**src/rtl/ball_motion_control.sv**
```systemverilog
// Ball physics and scoring for two-player pong: per-frame ball step, wall and
// paddle bounces, miss detection with saturating scores, and attract-mode bounce.
module ball_motion_control (
   input  logic        clk65MHz,
   input  logic        rst,
   input  logic        end_of_frame,
   input  logic        serve,
   input  logic [9:0]  pos_of_player_1,
   input  logic [9:0]  pos_of_player_2,
   input  logic        screen_idle,
   input  logic        screen_multi,
   output logic [3:0]  points_player_1,
   output logic [3:0]  points_player_2,
   output logic [10:0] x_pos_of_ball,
   output logic [10:0] y_pos_of_ball
);

   typedef enum logic [1:0] {
      S_WAIT        = 2'd0,
      S_MOVE        = 2'd1,
      S_IDLE_BOUNCE = 2'd2
   } state_t;

   localparam logic [10:0] X_CENTRE = 11'd504;
   localparam logic [10:0] Y_CENTRE = 11'd376;

   state_t      r_state, w_state_nxt;
   logic [10:0] r_x, r_y, w_x_nxt, w_y_nxt;
   logic        r_dx, r_dy, w_dx_nxt, w_dy_nxt;
   logic [3:0]  r_pts1, r_pts2, w_pts1_nxt, w_pts2_nxt;
   logic        r_in_multi, w_in_multi_nxt;
   logic        w_hit_left, w_hit_right;
   logic [10:0] w_pad1_top, w_pad2_top;

   function automatic logic [3:0] sat_inc(input logic [3:0] v);
      return (v == 4'd15) ? v : v + 4'd1;
   endfunction

   assign w_pad1_top  = {1'b0, pos_of_player_1};
   assign w_pad2_top  = {1'b0, pos_of_player_2};
   assign w_hit_left  = (r_y + 11'd16 > w_pad1_top) && (r_y < w_pad1_top + 11'd128);
   assign w_hit_right = (r_y + 11'd16 > w_pad2_top) && (r_y < w_pad2_top + 11'd128);

   always_comb begin
      w_state_nxt    = r_state;
      w_x_nxt        = r_x;
      w_y_nxt        = r_y;
      w_dx_nxt       = r_dx;
      w_dy_nxt       = r_dy;
      w_pts1_nxt     = r_pts1;
      w_pts2_nxt     = r_pts2;
      w_in_multi_nxt = 1'b0;

      // Vertical step is shared by attract and game play; it is only committed on a frame tick.
      if (end_of_frame && (screen_idle || (r_in_multi && r_state == S_MOVE && screen_multi))) begin
         if (!r_dy && r_y <= 11'd4) begin
            w_y_nxt  = 11'd0;
            w_dy_nxt = 1'b1;
         end else if (r_dy && r_y >= 11'd748) begin
            w_y_nxt  = 11'd752;
            w_dy_nxt = 1'b0;
         end else begin
            w_y_nxt = r_dy ? r_y + 11'd4 : r_y - 11'd4;
         end
      end

      if (screen_idle) begin
         w_state_nxt = S_IDLE_BOUNCE;
         if (end_of_frame) begin
            if (!r_dx && r_x == 11'd0) begin
               w_dx_nxt = 1'b1;
            end else if (r_dx && r_x >= 11'd1008) begin
               w_x_nxt  = 11'd1008;
               w_dx_nxt = 1'b0;
            end else begin
               w_x_nxt = r_dx ? r_x + 11'd4 : r_x - 11'd4;
            end
         end
      end else if (screen_multi) begin
         w_in_multi_nxt = 1'b1;
         if (!r_in_multi || r_state == S_IDLE_BOUNCE) begin
            w_state_nxt = S_WAIT;
            w_x_nxt     = X_CENTRE;
            w_y_nxt     = Y_CENTRE;
            w_pts1_nxt  = 4'd0;
            w_pts2_nxt  = 4'd0;
         end else if (r_state == S_WAIT) begin
            if (serve) w_state_nxt = S_MOVE;
         end else if (end_of_frame) begin
            if (!r_dx && r_x <= 11'd36 && w_hit_left) begin
               w_x_nxt  = 11'd32;
               w_dx_nxt = 1'b1;
            end else if (r_dx && r_x >= 11'd972 && w_hit_right) begin
               w_x_nxt  = 11'd976;
               w_dx_nxt = 1'b0;
            end else if (!r_dx && r_x <= 11'd4) begin
               w_pts2_nxt  = sat_inc(r_pts2);
               w_state_nxt = S_WAIT;
               w_x_nxt     = X_CENTRE;
               w_y_nxt     = Y_CENTRE;
               w_dx_nxt    = 1'b0;
               w_dy_nxt    = 1'b1;
            end else if (r_dx && r_x >= 11'd1004) begin
               w_pts1_nxt  = sat_inc(r_pts1);
               w_state_nxt = S_WAIT;
               w_x_nxt     = X_CENTRE;
               w_y_nxt     = Y_CENTRE;
               w_dx_nxt    = 1'b1;
               w_dy_nxt    = 1'b1;
            end else begin
               w_x_nxt = r_dx ? r_x + 11'd4 : r_x - 11'd4;
            end
         end
      end else begin
         w_state_nxt = S_WAIT;
         w_x_nxt     = X_CENTRE;
         w_y_nxt     = Y_CENTRE;
         w_pts1_nxt  = 4'd0;
         w_pts2_nxt  = 4'd0;
      end
   end

   always_ff @(posedge clk65MHz) begin
      if (!rst) begin
         r_state    <= S_WAIT;
         r_x        <= X_CENTRE;
         r_y        <= Y_CENTRE;
         r_dx       <= 1'b1;
         r_dy       <= 1'b1;
         r_pts1     <= 4'd0;
         r_pts2     <= 4'd0;
         r_in_multi <= 1'b0;
      end else begin
         r_state    <= w_state_nxt;
         r_x        <= w_x_nxt;
         r_y        <= w_y_nxt;
         r_dx       <= w_dx_nxt;
         r_dy       <= w_dy_nxt;
         r_pts1     <= w_pts1_nxt;
         r_pts2     <= w_pts2_nxt;
         r_in_multi <= w_in_multi_nxt;
      end
   end

   assign x_pos_of_ball   = r_x;
   assign y_pos_of_ball   = r_y;
   assign points_player_1 = r_pts1;
   assign points_player_2 = r_pts2;

endmodule

```
**config.mk**
```make
export PLATFORM = sky130hd
export DESIGN_NAME = ball_motion_control
export DESIGN_NICKNAME = d
export VERILOG_FILES = /design/src/rtl/ball_motion_control.sv
export SDC_FILE = /design/constraint.sdc
export NUM_CORES = 1
export LEC_CHECK = 0
export ABC_AREA = 1
export ABC_CLOCK_PERIOD_IN_PS = 3750
export CORE_UTILIZATION = 60
export DETAILED_ROUTE_END_ITERATION = 6
export GPL_TIMING_DRIVEN = 1
export PLACE_DENSITY = 0.88
export RECOVER_POWER = 25
export SLEW_MARGIN = 20
export SYNTH_ARGS = -nofsm -noshare
export SYNTH_HDL_FRONTEND = slang
export SYNTH_SLANG_ARGS = --single-unit
```
**constraint.sdc**
```tcl
create_clock -name clk65MHz -period 3.75 [get_ports clk65MHz]
set_input_delay 0.375 -clock clk65MHz [delete_from_list [all_inputs] [get_ports clk65MHz]]
set_output_delay 0.375 -clock clk65MHz [all_outputs]
set_load 0.1 [all_outputs]
```
==> results of run 1 <==
## registers in the layout, indices dropped and copies added (netlist names)
name / flops
y_pos_of_ball: 11
x_pos_of_ball: 9
points_player_1: 4
points_player_2: 4
r_state: 2
r_dx: 1
r_dy: 1
r_in_multi: 1
## critical path: cells and delay by family (launching register included)
kind,cells,cell delay [ns]
adders and majority gates,2,0.66
DFF,1,0.56
buffers and inverters,2,0.30
and+or+nand+nor,16,1.58
## synth_stat cells (3+ instances only)
| library cell | number |
|---|---|
| ha_1 | 48 |
| nor2_2 | 5 |
| nor2_1 | 63 |
| o21ai_0 | 22 |
| nand3_2 | 4 |
| clkbuf_1 | 6 |
| inv_2 | 4 |
| inv_1 | 84 |
| or2_2 | 10 |
| a21oi_1 | 43 |
| dfxtp_1 | 33 |
| nand3_1 | 44 |
| xor2_1 | 16 |
| nor3_1 | 11 |
| nand2_2 | 6 |
| o211ai_1 | 3 |
| nand4_1 | 10 |
| a31oi_1 | 7 |
| o22ai_1 | 3 |
| nand2_1 | 131 |
## power by group through the flow
stage               clock, W  combinational [W]  sequential [W]
floorplan                  0           0.000236        0.000482
global placement           0           0.000428        0.000399
detailed placement         0           0.000436        0.000400
CTS                 0.000363           0.000440        0.000392
finish              0.000360           0.000444        0.000393
global route        0.000373           0.000487        0.000394
## area by class of cell
| cell class | instances | area (sq um) |
|---|---|---|
| multi-input cells | 456 | 2650 |
| fillers | 478 | 1520 |
| repair buffers | 55 | 546 |
| flip-flops and latches | 33 | 661 |
| clock inverters | 1 | 30.0 |
| well taps | 75 | 93.8 |
| inverters | 89 | 334 |
| clock buffers | 7 | 86.3 |
## through the flow
| stage | instance area, sq um | hold WS, ns | util |
|---|---|---|---|
| CTS | 4400 | 0.487 | 0.744 |
| global route | 4400 | 0.516 | 0.744 |
| global placement | 4290 | 0.465 | 0.724 |
| detailed placement | 4290 | 0.477 | 0.724 |
| finish | 4400 | 0.478 | 0.744 |
| floorplan | 3700 | 0.468 | - |
## layout by cell type, fill, tap and decap left out, types with 3 or more instances in the layout
master,count
a21oi_1,43
a31oi_1,7
clkbuf_8,6
clkdlybuf4s50_1,38
dfxtp_1,33
dlygate4sd3_1,15
ha_1,48
inv_1,84
inv_2,4
nand2_1,131
nand2_2,6
nand3_1,44
nand3_2,4
nand4_1,10
nor2_1,63
nor2_2,5
nor3_1,11
o211ai_1,3
o21ai_0,22
o22ai_1,3
or2_2,10
xor2_1,16
## cells by family after synthesis
logic type / Yosys count
AO/OA/AOI/OAI: 93
XOR/XNOR: 18
adder cells (fa/ha/maj): 48
buffers and inverters: 100
flip-flops: 33
other: 1
AND/OR/NAND/NOR: 295
## worst min path at each step
stage | startpoint | end | slack [ns] | cells after the start
final | y_pos_of_ball[0] | y_pos_of_ball[0] | 0.48 | 2
after global routing | y_pos_of_ball[0] | y_pos_of_ball[0] | 0.52 | 2
after detailed placement | y_pos_of_ball[0] | y_pos_of_ball[0] | 0.48 | 2
after floorplan | r_state[0] | r_state[0] | 0.47 | 2
after global placement | y_pos_of_ball[0] | y_pos_of_ball[0] | 0.46 | 2
after CTS | y_pos_of_ball[0] | y_pos_of_ball[0] | 0.49 | 2
## layer usage
metal,wire [um],vias to the layer above
met1,4620,1850
li1,-,2034
met2,4590,222
met5,0,-
met3,1030,32
met4,235,0
==> metrics, run 1 <==
leakage 2.18 nW; routed vias 4138; largest cells by area after synthesis dfxtp_1 (18%), ha_1 (16%), nand2_1 (13%), inv_1 (8.5%), nor2_1 (6.4%); Max-Cap Viols 0; Synth Flop Type dfxtp_1; crit path time final 3.19 ns; worst skew pair latency 0.30 ns; met1 track demand over resource 0.451; critical path data arrival time 3.37 ns; global-route usage over all layers 0.336; Crit Path Class flop to flop; switch share 0.396; post-placement cell count 708; global-route wire length before repair 17000 um; worst r2r path cells 20; Crit. End Element flop; sequential share of power 0.328; Fin Setup TNS 0 ns; outcome completed; Final Setup Violations 0; clock share of power 0.301; number of cells upsized or downsized after cts 0; GR peak layer met2; HPWL Detailed 8080 um; Post-CTS Setup Bufs 0; slowest stage cell, crit path dfxtp_1; I/O Buffers 53; CTS Root Cell clkbuf_8; antenna diode count 0; row cnt 28; post-route antenna net violation count 0; core area 0.00592 sq mm; Worst Hold Class flop to flop; TritonCTS Sinks 33; R2R Path End points_player_1[1]; Fmax 313 MHz; Comb power frac 0.371; Simple-Gate Fraction of Synth Area 0.364; final period utilization 0.851; initial core utilization 0.625; post-synthesis mux area share 0; Worst Tran Pin Value 1.02 ns; Pint 0.000723 W; top cell type's share of synthesized area 0.178; Synth area leader dfxtp_1; reg2reg setup slack 0.56 ns; Residual DRC 0; Post-Layout Cell Count 716; post-synthesis compound-gate area fraction 0.146; sequential fraction of the synthesis area 0.178; RSZ-0062 raised after global routing false; Critical Path Start y_pos_of_ball[4]; CTS Hold Bufs 0; M3 GR Usage 0.0716; worst path required time 3.93 ns; FF+latch count, synth 33; asr flop ratio synth 0; FF-to-FF Start y_pos_of_ball[4]; WL/cell 14.6 um; Layout area overhead 19.0%; dpl ws 0.669 ns; largest net degree at the start of global routing 18; die area 0.00649 sq mm; Die Y-Extent 80.5 um; post-synth cell types 48; IO Pins 56; GRT overflow 0; Mapped Cells 588; Final Net Count 714; CP Cell Sequence inv_1 > ha_1 > ha_1 > nand2_1 > nor3_1 > nand2_1 > nand2_1 > nand2_1 > nand2_1 > nand2_1 > nand2_1 > nand2_1 > nand2_1 > nand2_2 > nand3_1 > nand2_1 > nand2_2 > inv_2 > nor2_1 > nor2_1; Max Slew Vio Count 0; crit path capture points_player_1[1]; Post-Route Skew 0.0129 ns; CTS buffer count 5; share of layout cells above drive strength 1 0.0733; Routability Congestion 0.966; drt first-iter violations 424; power after layout 0.00120 W; WL final 10500 um; initial antenna violation count 0; Post-Syn Area 0.00370 sq mm; Critical Path Most Common Cell nand2_1; clock transition at the registers of the reported paths 0.08 ns; main combinational cell family by area after synthesis simple AND/OR/NAND/NOR gates; syn_area_per_cell 6.29 sq um; Synth Area in XOR/XNOR 0.0426; Post-synth EDFFs 0; crit start category flop; worst rel slew slack 0.318; IR drop worst, VDD 0.297 mV; PnR worst setup slack 0.557 ns; Worst path max stage delay 0.56 ns; Final Hold Vio Count 0; Via density 5.78; post-synthesis adder-cell area fraction 0.162; die extent in x 80.5 um; H-tree levels 2; TritonCTS clock tree yes; Critical Path Fanout Max 10; clock buffer depth 2; drt pass-1 iters 5; PD cells 272 mW/mm^2; Ys Warns 0; vias in the first global route 3767; Net Switching 0.000474 W; met2 usage 0.529
No activity file was read; power rests on OpenSTA's default activity.
==> inputs of run 2 (changes only) <==
ABC_CLOCK_PERIOD_IN_PS = 3190   (was 3750)
CORE_UTILIZATION = 56   (was 60)
PLACE_DENSITY = 0.83   (was 0.88)
TNS_END_PERCENT = 100   (was not set)
clock period = 3.19 ns   (was 3.75 ns; I/O delays follow)
==> metrics, run 2 (same netlist as run 1, synthesis figures left out) <==
crit path time final 2.88 ns; core area 0.00635 sq mm; final period utilization 0.904; Die Y-Extent 83.3 um; PnR worst setup slack 0.306 ns; IO Pins 56; HPWL Detailed 7810 um; slowest stage cell, crit path dfxtp_2; largest net degree at the start of global routing 18; post-route antenna net violation count 0; Final Hold Vio Count 0; Max-Cap Viols 0; clock buffer depth 2; Critical Path Most Common Cell nand2_1; Fin Setup TNS 0 ns; most common cell after layout, fill and taps aside nand2_1; leakage 2.14 nW; I/O Buffers 53; initial core utilization 0.583; Routability Congestion 0.937; RSZ-0062 raised after global routing false; number of cells upsized or downsized after cts 0; buffers and inverters on the worst path 0; Post-CTS Setup Bufs 0; commonest non-fill, non-tap cells in the layout nand2_1 (131), inv_1 (84), nor2_1 (63), ha_1 (48), nand3_1 (44); crit start category flop; global-route usage over all layers 0.293; row cnt 29; vias in the first global route 3775; drt first-iter violations 320; initial antenna violation count 0; global-route wire length before repair 16900 um; Via density 5.60; worst skew pair latency 0.29 ns; Worst Hold Class flop to flop; met3 wire len 633 um; Worst Tran Pin Value 1.18 ns; worst path required time 3.37 ns; clock transition at the registers of the reported paths 0.06 ns; Crit. End Element flop; TritonCTS clock tree yes; IR drop worst, VDD 0.383 mV; worst rel slew slack 0.217; WL/cell 13.7 um; Metal-1 WL 4760 um; share of layout cells above drive strength 1 0.0793; Worst path max stage delay 0.44 ns; Critical Path Fanout Max 10; antenna diode count 0; Post-Route Skew 0.0104 ns; Crit Path Class flop to flop; Top Metal Used met4; outcome completed; CTS Hold Bufs 0; CTS Root Cell clkbuf_8; dpl ws 0.339 ns; Final Setup Violations 0; met2 WL 4370 um; Fmax 347 MHz; WL final 9860 um; H-tree levels 2; GRT overflow 0; Max Slew Vio Count 0; Final Net Count 718; layout filler cell count 559; critical path data arrival time 3.06 ns; CTS buffer count 5; Residual DRC 0; routed vias 4032; die area 0.00694 sq mm; TritonCTS Sinks 33; CP top delay family simple AND/OR/NAND/NOR gates; CP Cell Sequence ha_1 > xor2_1 > ha_1 > a21o_1 > nor2_1 > nand2_1 > nand2_1 > nand2_1 > nand2_1 > nand2_1 > nand2_1 > nand2_1 > nand2_2 > nand3_2 > nor2_2 > nand3_4 > nand2_2 > nor2_1; drt pass-1 iters 5; Layout area overhead 17.1%; PD cells 292 mW/mm^2; number of flip-flops in the largest register 11; die extent in x 83.3 um
run 2: worst paths after layout:
path,cells past startpoint,slack [ns],from,end
setup / recovery,18,0.31,y_pos_of_ball[4],y_pos_of_ball[10]
hold / removal,2,0.50,y_pos_of_ball[0],y_pos_of_ball[0]
setup reg to reg,18,0.31,y_pos_of_ball[4],y_pos_of_ball[10]
hold reg to reg,2,0.50,y_pos_of_ball[0],y_pos_of_ball[0]
run 2: layer usage:
layer  vias up  track usage
met4         0       0.0752
met5         -            0
li1       2034            -
met3         9       0.0348
met2       154        0.476
met1      1835        0.411
run 2: layout make-up:
class,instances,area [sq um],share of cell area
tap,77,96.3,0.0222
clock inverter,1,5.00,0.00115
timing repair buffer,59,515,0.119
clock buffer,5,68.8,0.0159
multi-input combinational,456,2650,0.612
inverter,89,334,0.0771
sequential,33,663,0.153
run 2: worst register-to-register path, delay by kind of cell, from the launching register on:
| family | cells | cell delay [ns] |
|---|---|---|
| simple gates | 14 | 1.26 |
| fa+ha+maj | 2 | 0.62 |
| flops | 1 | 0.44 |
| xor+xnor | 1 | 0.29 |
| compound gates | 1 | 0.16 |
run 2: metrics by stage:
step                      total power (W)  hold WS [ns]   util  area (sq um)  cells
after global routing              0.00134         0.552  0.683          4340    720
after detailed placement         0.000979         0.489  0.677          4300    714
after floorplan                  0.000844         0.462      -          3710    589
final                             0.00126         0.501  0.683          4340    720
after CTS                         0.00127         0.498  0.689          4370    720
after global placement           0.000972         0.476  0.677          4300    714
run 2: power breakdown:
group	leakage, nW	internal (W)	total [W]	switching, W
logic	1.83	0.000163	0.000511	0.000348
clock network	0.0399	0.000143	0.000291	0.000148
registers	0.269	0.000430	0.000463	0.0000329
==> inputs of run 3 (changes only) <==
PLACE_DENSITY = 0.82   (was 0.83)
==> metrics, run 3 (same netlist as run 1, synthesis figures left out) <==
outcome completed; final period utilization 0.910; IO Pins 56; Routability Congestion 0.907; global-route usage over all layers 0.293; Die Y-Extent 83.3 um; Final Hold Vio Count 0; Crit. End Element flop; TritonCTS Sinks 33; worst rel slew slack 0.207; commonest non-fill, non-tap cells in the layout nand2_1 (131), inv_1 (84), nor2_1 (63), ha_1 (48), nand3_1 (44); worst path required time 3.40 ns; post-route antenna net violation count 0; WL/cell 13.8 um; clock transition at the registers of the reported paths 0.07 ns; Max-Cap Viols 0; Fmax 345 MHz; RSZ-0062 raised after global routing false; H-tree levels 2; Post-Route Skew 0.0106 ns; HPWL Detailed 7820 um; PD cells 297 mW/mm^2; worst skew pair latency 0.29 ns; crit path time final 2.90 ns; Final Setup Violations 0; core area 0.00635 sq mm; clock buffer depth 2; WL final 9950 um; I/O Buffers 53; drt first-iter violations 318; Residual DRC 0; number of flip-flops in the largest register 11; Final Net Count 718; area of the multi-input gates 0.00266 sq mm; CTS buffer count 5; Crit Path Class flop to flop; initial core utilization 0.583; antenna diode count 0; layout filler cell count 590; power after layout 0.00129 W; GRT overflow 0; critical path data arrival time 3.11 ns; routed vias 4012; row cnt 29; vias in the first global route 3752; Worst Tran Pin Value 1.19 ns; most common cell after layout, fill and taps aside nand2_1; initial antenna violation count 0; IR drop worst, VDD 0.250 mV; global-route wire length before repair 17000 um; Max Slew Vio Count 0; sequential cell area 663 sq um; leakage 2.13 nW; Worst Hold Class flop to flop; Critical Path Fanout Max 10; Fin Setup TNS 0 ns; CTS Root Cell clkbuf_8; TritonCTS clock tree yes; die extent in x 83.3 um; Post-CTS Setup Bufs 0; largest net degree at the start of global routing 18; drt pass-1 iters 5; Layout area overhead 17.2%; die area 0.00694 sq mm; crit start category flop; share of layout cells above drive strength 1 0.0806; Via density 5.56
[run 3: cell count changes in the layout (fill, tap and decap cells not counted)]
cell	delta
clkbuf_1	+4
clkinv_2	-1
clkinvlp_4	+1
dlygate4sd3_1	-2
nor3_1	-1
nor3_2	+1
[run 3: routing by layer]
| layer | GRT usage | vias to the layer above | part of all wire |
|---|---|---|---|
| met5 | 0 | - | 0 |
| met4 | 0.0831 | 0 | 0.013 |
| met3 | 0.0328 | 14 | 0.054 |
| met2 | 0.480 | 139 | 0.45 |
| met1 | 0.407 | 1818 | 0.48 |
| li1 | - | 2041 | - |
[run 3: worst max-delay path, cell delays in order (launching register included)]
cell,delay [ns]
dfxtp_2,0.44
inv_1,0.21
ha_1,0.40
ha_1,0.29
nand2_1,0.07
nor3_2,0.20
nand2_1,0.07
nand2_1,0.08
nand2_1,0.05
nand2_1,0.06
nand2_1,0.05
nand2_1,0.05
nand2_1,0.05
nand2_1,0.08
nand2_2,0.16
nand3_1,0.11
nand2_1,0.13
nand2_2,0.13
nand2_1,0.05
a21oi_1,0.14
[run 3: stage by stage]
| stage | cell area [sq um] | utilization | worst slack, ns | hold slack, ns | std cells |
|---|---|---|---|---|---|
| global placement | 4290 | 0.676 | 0.295 | 0.476 | 714 |
| CTS | 4380 | 0.689 | 0.212 | 0.513 | 722 |
| global route | 4340 | 0.683 | 0.0188 | 0.539 | 722 |
| floorplan | 3710 | - | 0.0408 | 0.462 | 589 |
| detailed placement | 4290 | 0.676 | 0.236 | 0.503 | 714 |
| finish | 4340 | 0.683 | 0.288 | 0.516 | 722 |
[run 3: what timing repair did]
| item | CTS | global route |
|---|---|---|
| hold buffers | 0 | 0 |
| gates resized for setup | 0 | 1 |
| setup endpoints to repair | 0 | 12 |
[run 3: where the power goes]
group | internal [W] | total, W | switching [W] | leakage (nW)
sequential | 0.000429 | 0.000459 | 0.0000299 | 0.269
clock | 0.000154 | 0.000318 | 0.000163 | 0.0385
combinational | 0.000163 | 0.000513 | 0.000350 | 1.82
total | 0.000747 | 0.00129 | 0.000543 | 2.13
[run 3: area by class of cell]
type                            instances  area share
Clock buffer                            7      0.0176
Timing Repair Buffer                   59       0.116
Inverter                               89      0.0770
Tap cell                               77      0.0222
Clock inverter                          1     0.00173
Multi-Input combinational cell        456       0.613
Sequential cell                        33       0.153
[run 3: path summary, 6_finish.rpt]
kind | startpoint | depth (start not counted) | endpoint | slack, ns
worst max-delay path | y_pos_of_ball[4] | 19 | points_player_1[3] | 0.29
worst min-delay path | y_pos_of_ball[0] | 2 | y_pos_of_ball[0] | 0.52
worst max register to register | y_pos_of_ball[4] | 19 | points_player_1[3] | 0.29
worst min register to register | y_pos_of_ball[0] | 2 | y_pos_of_ball[0] | 0.52
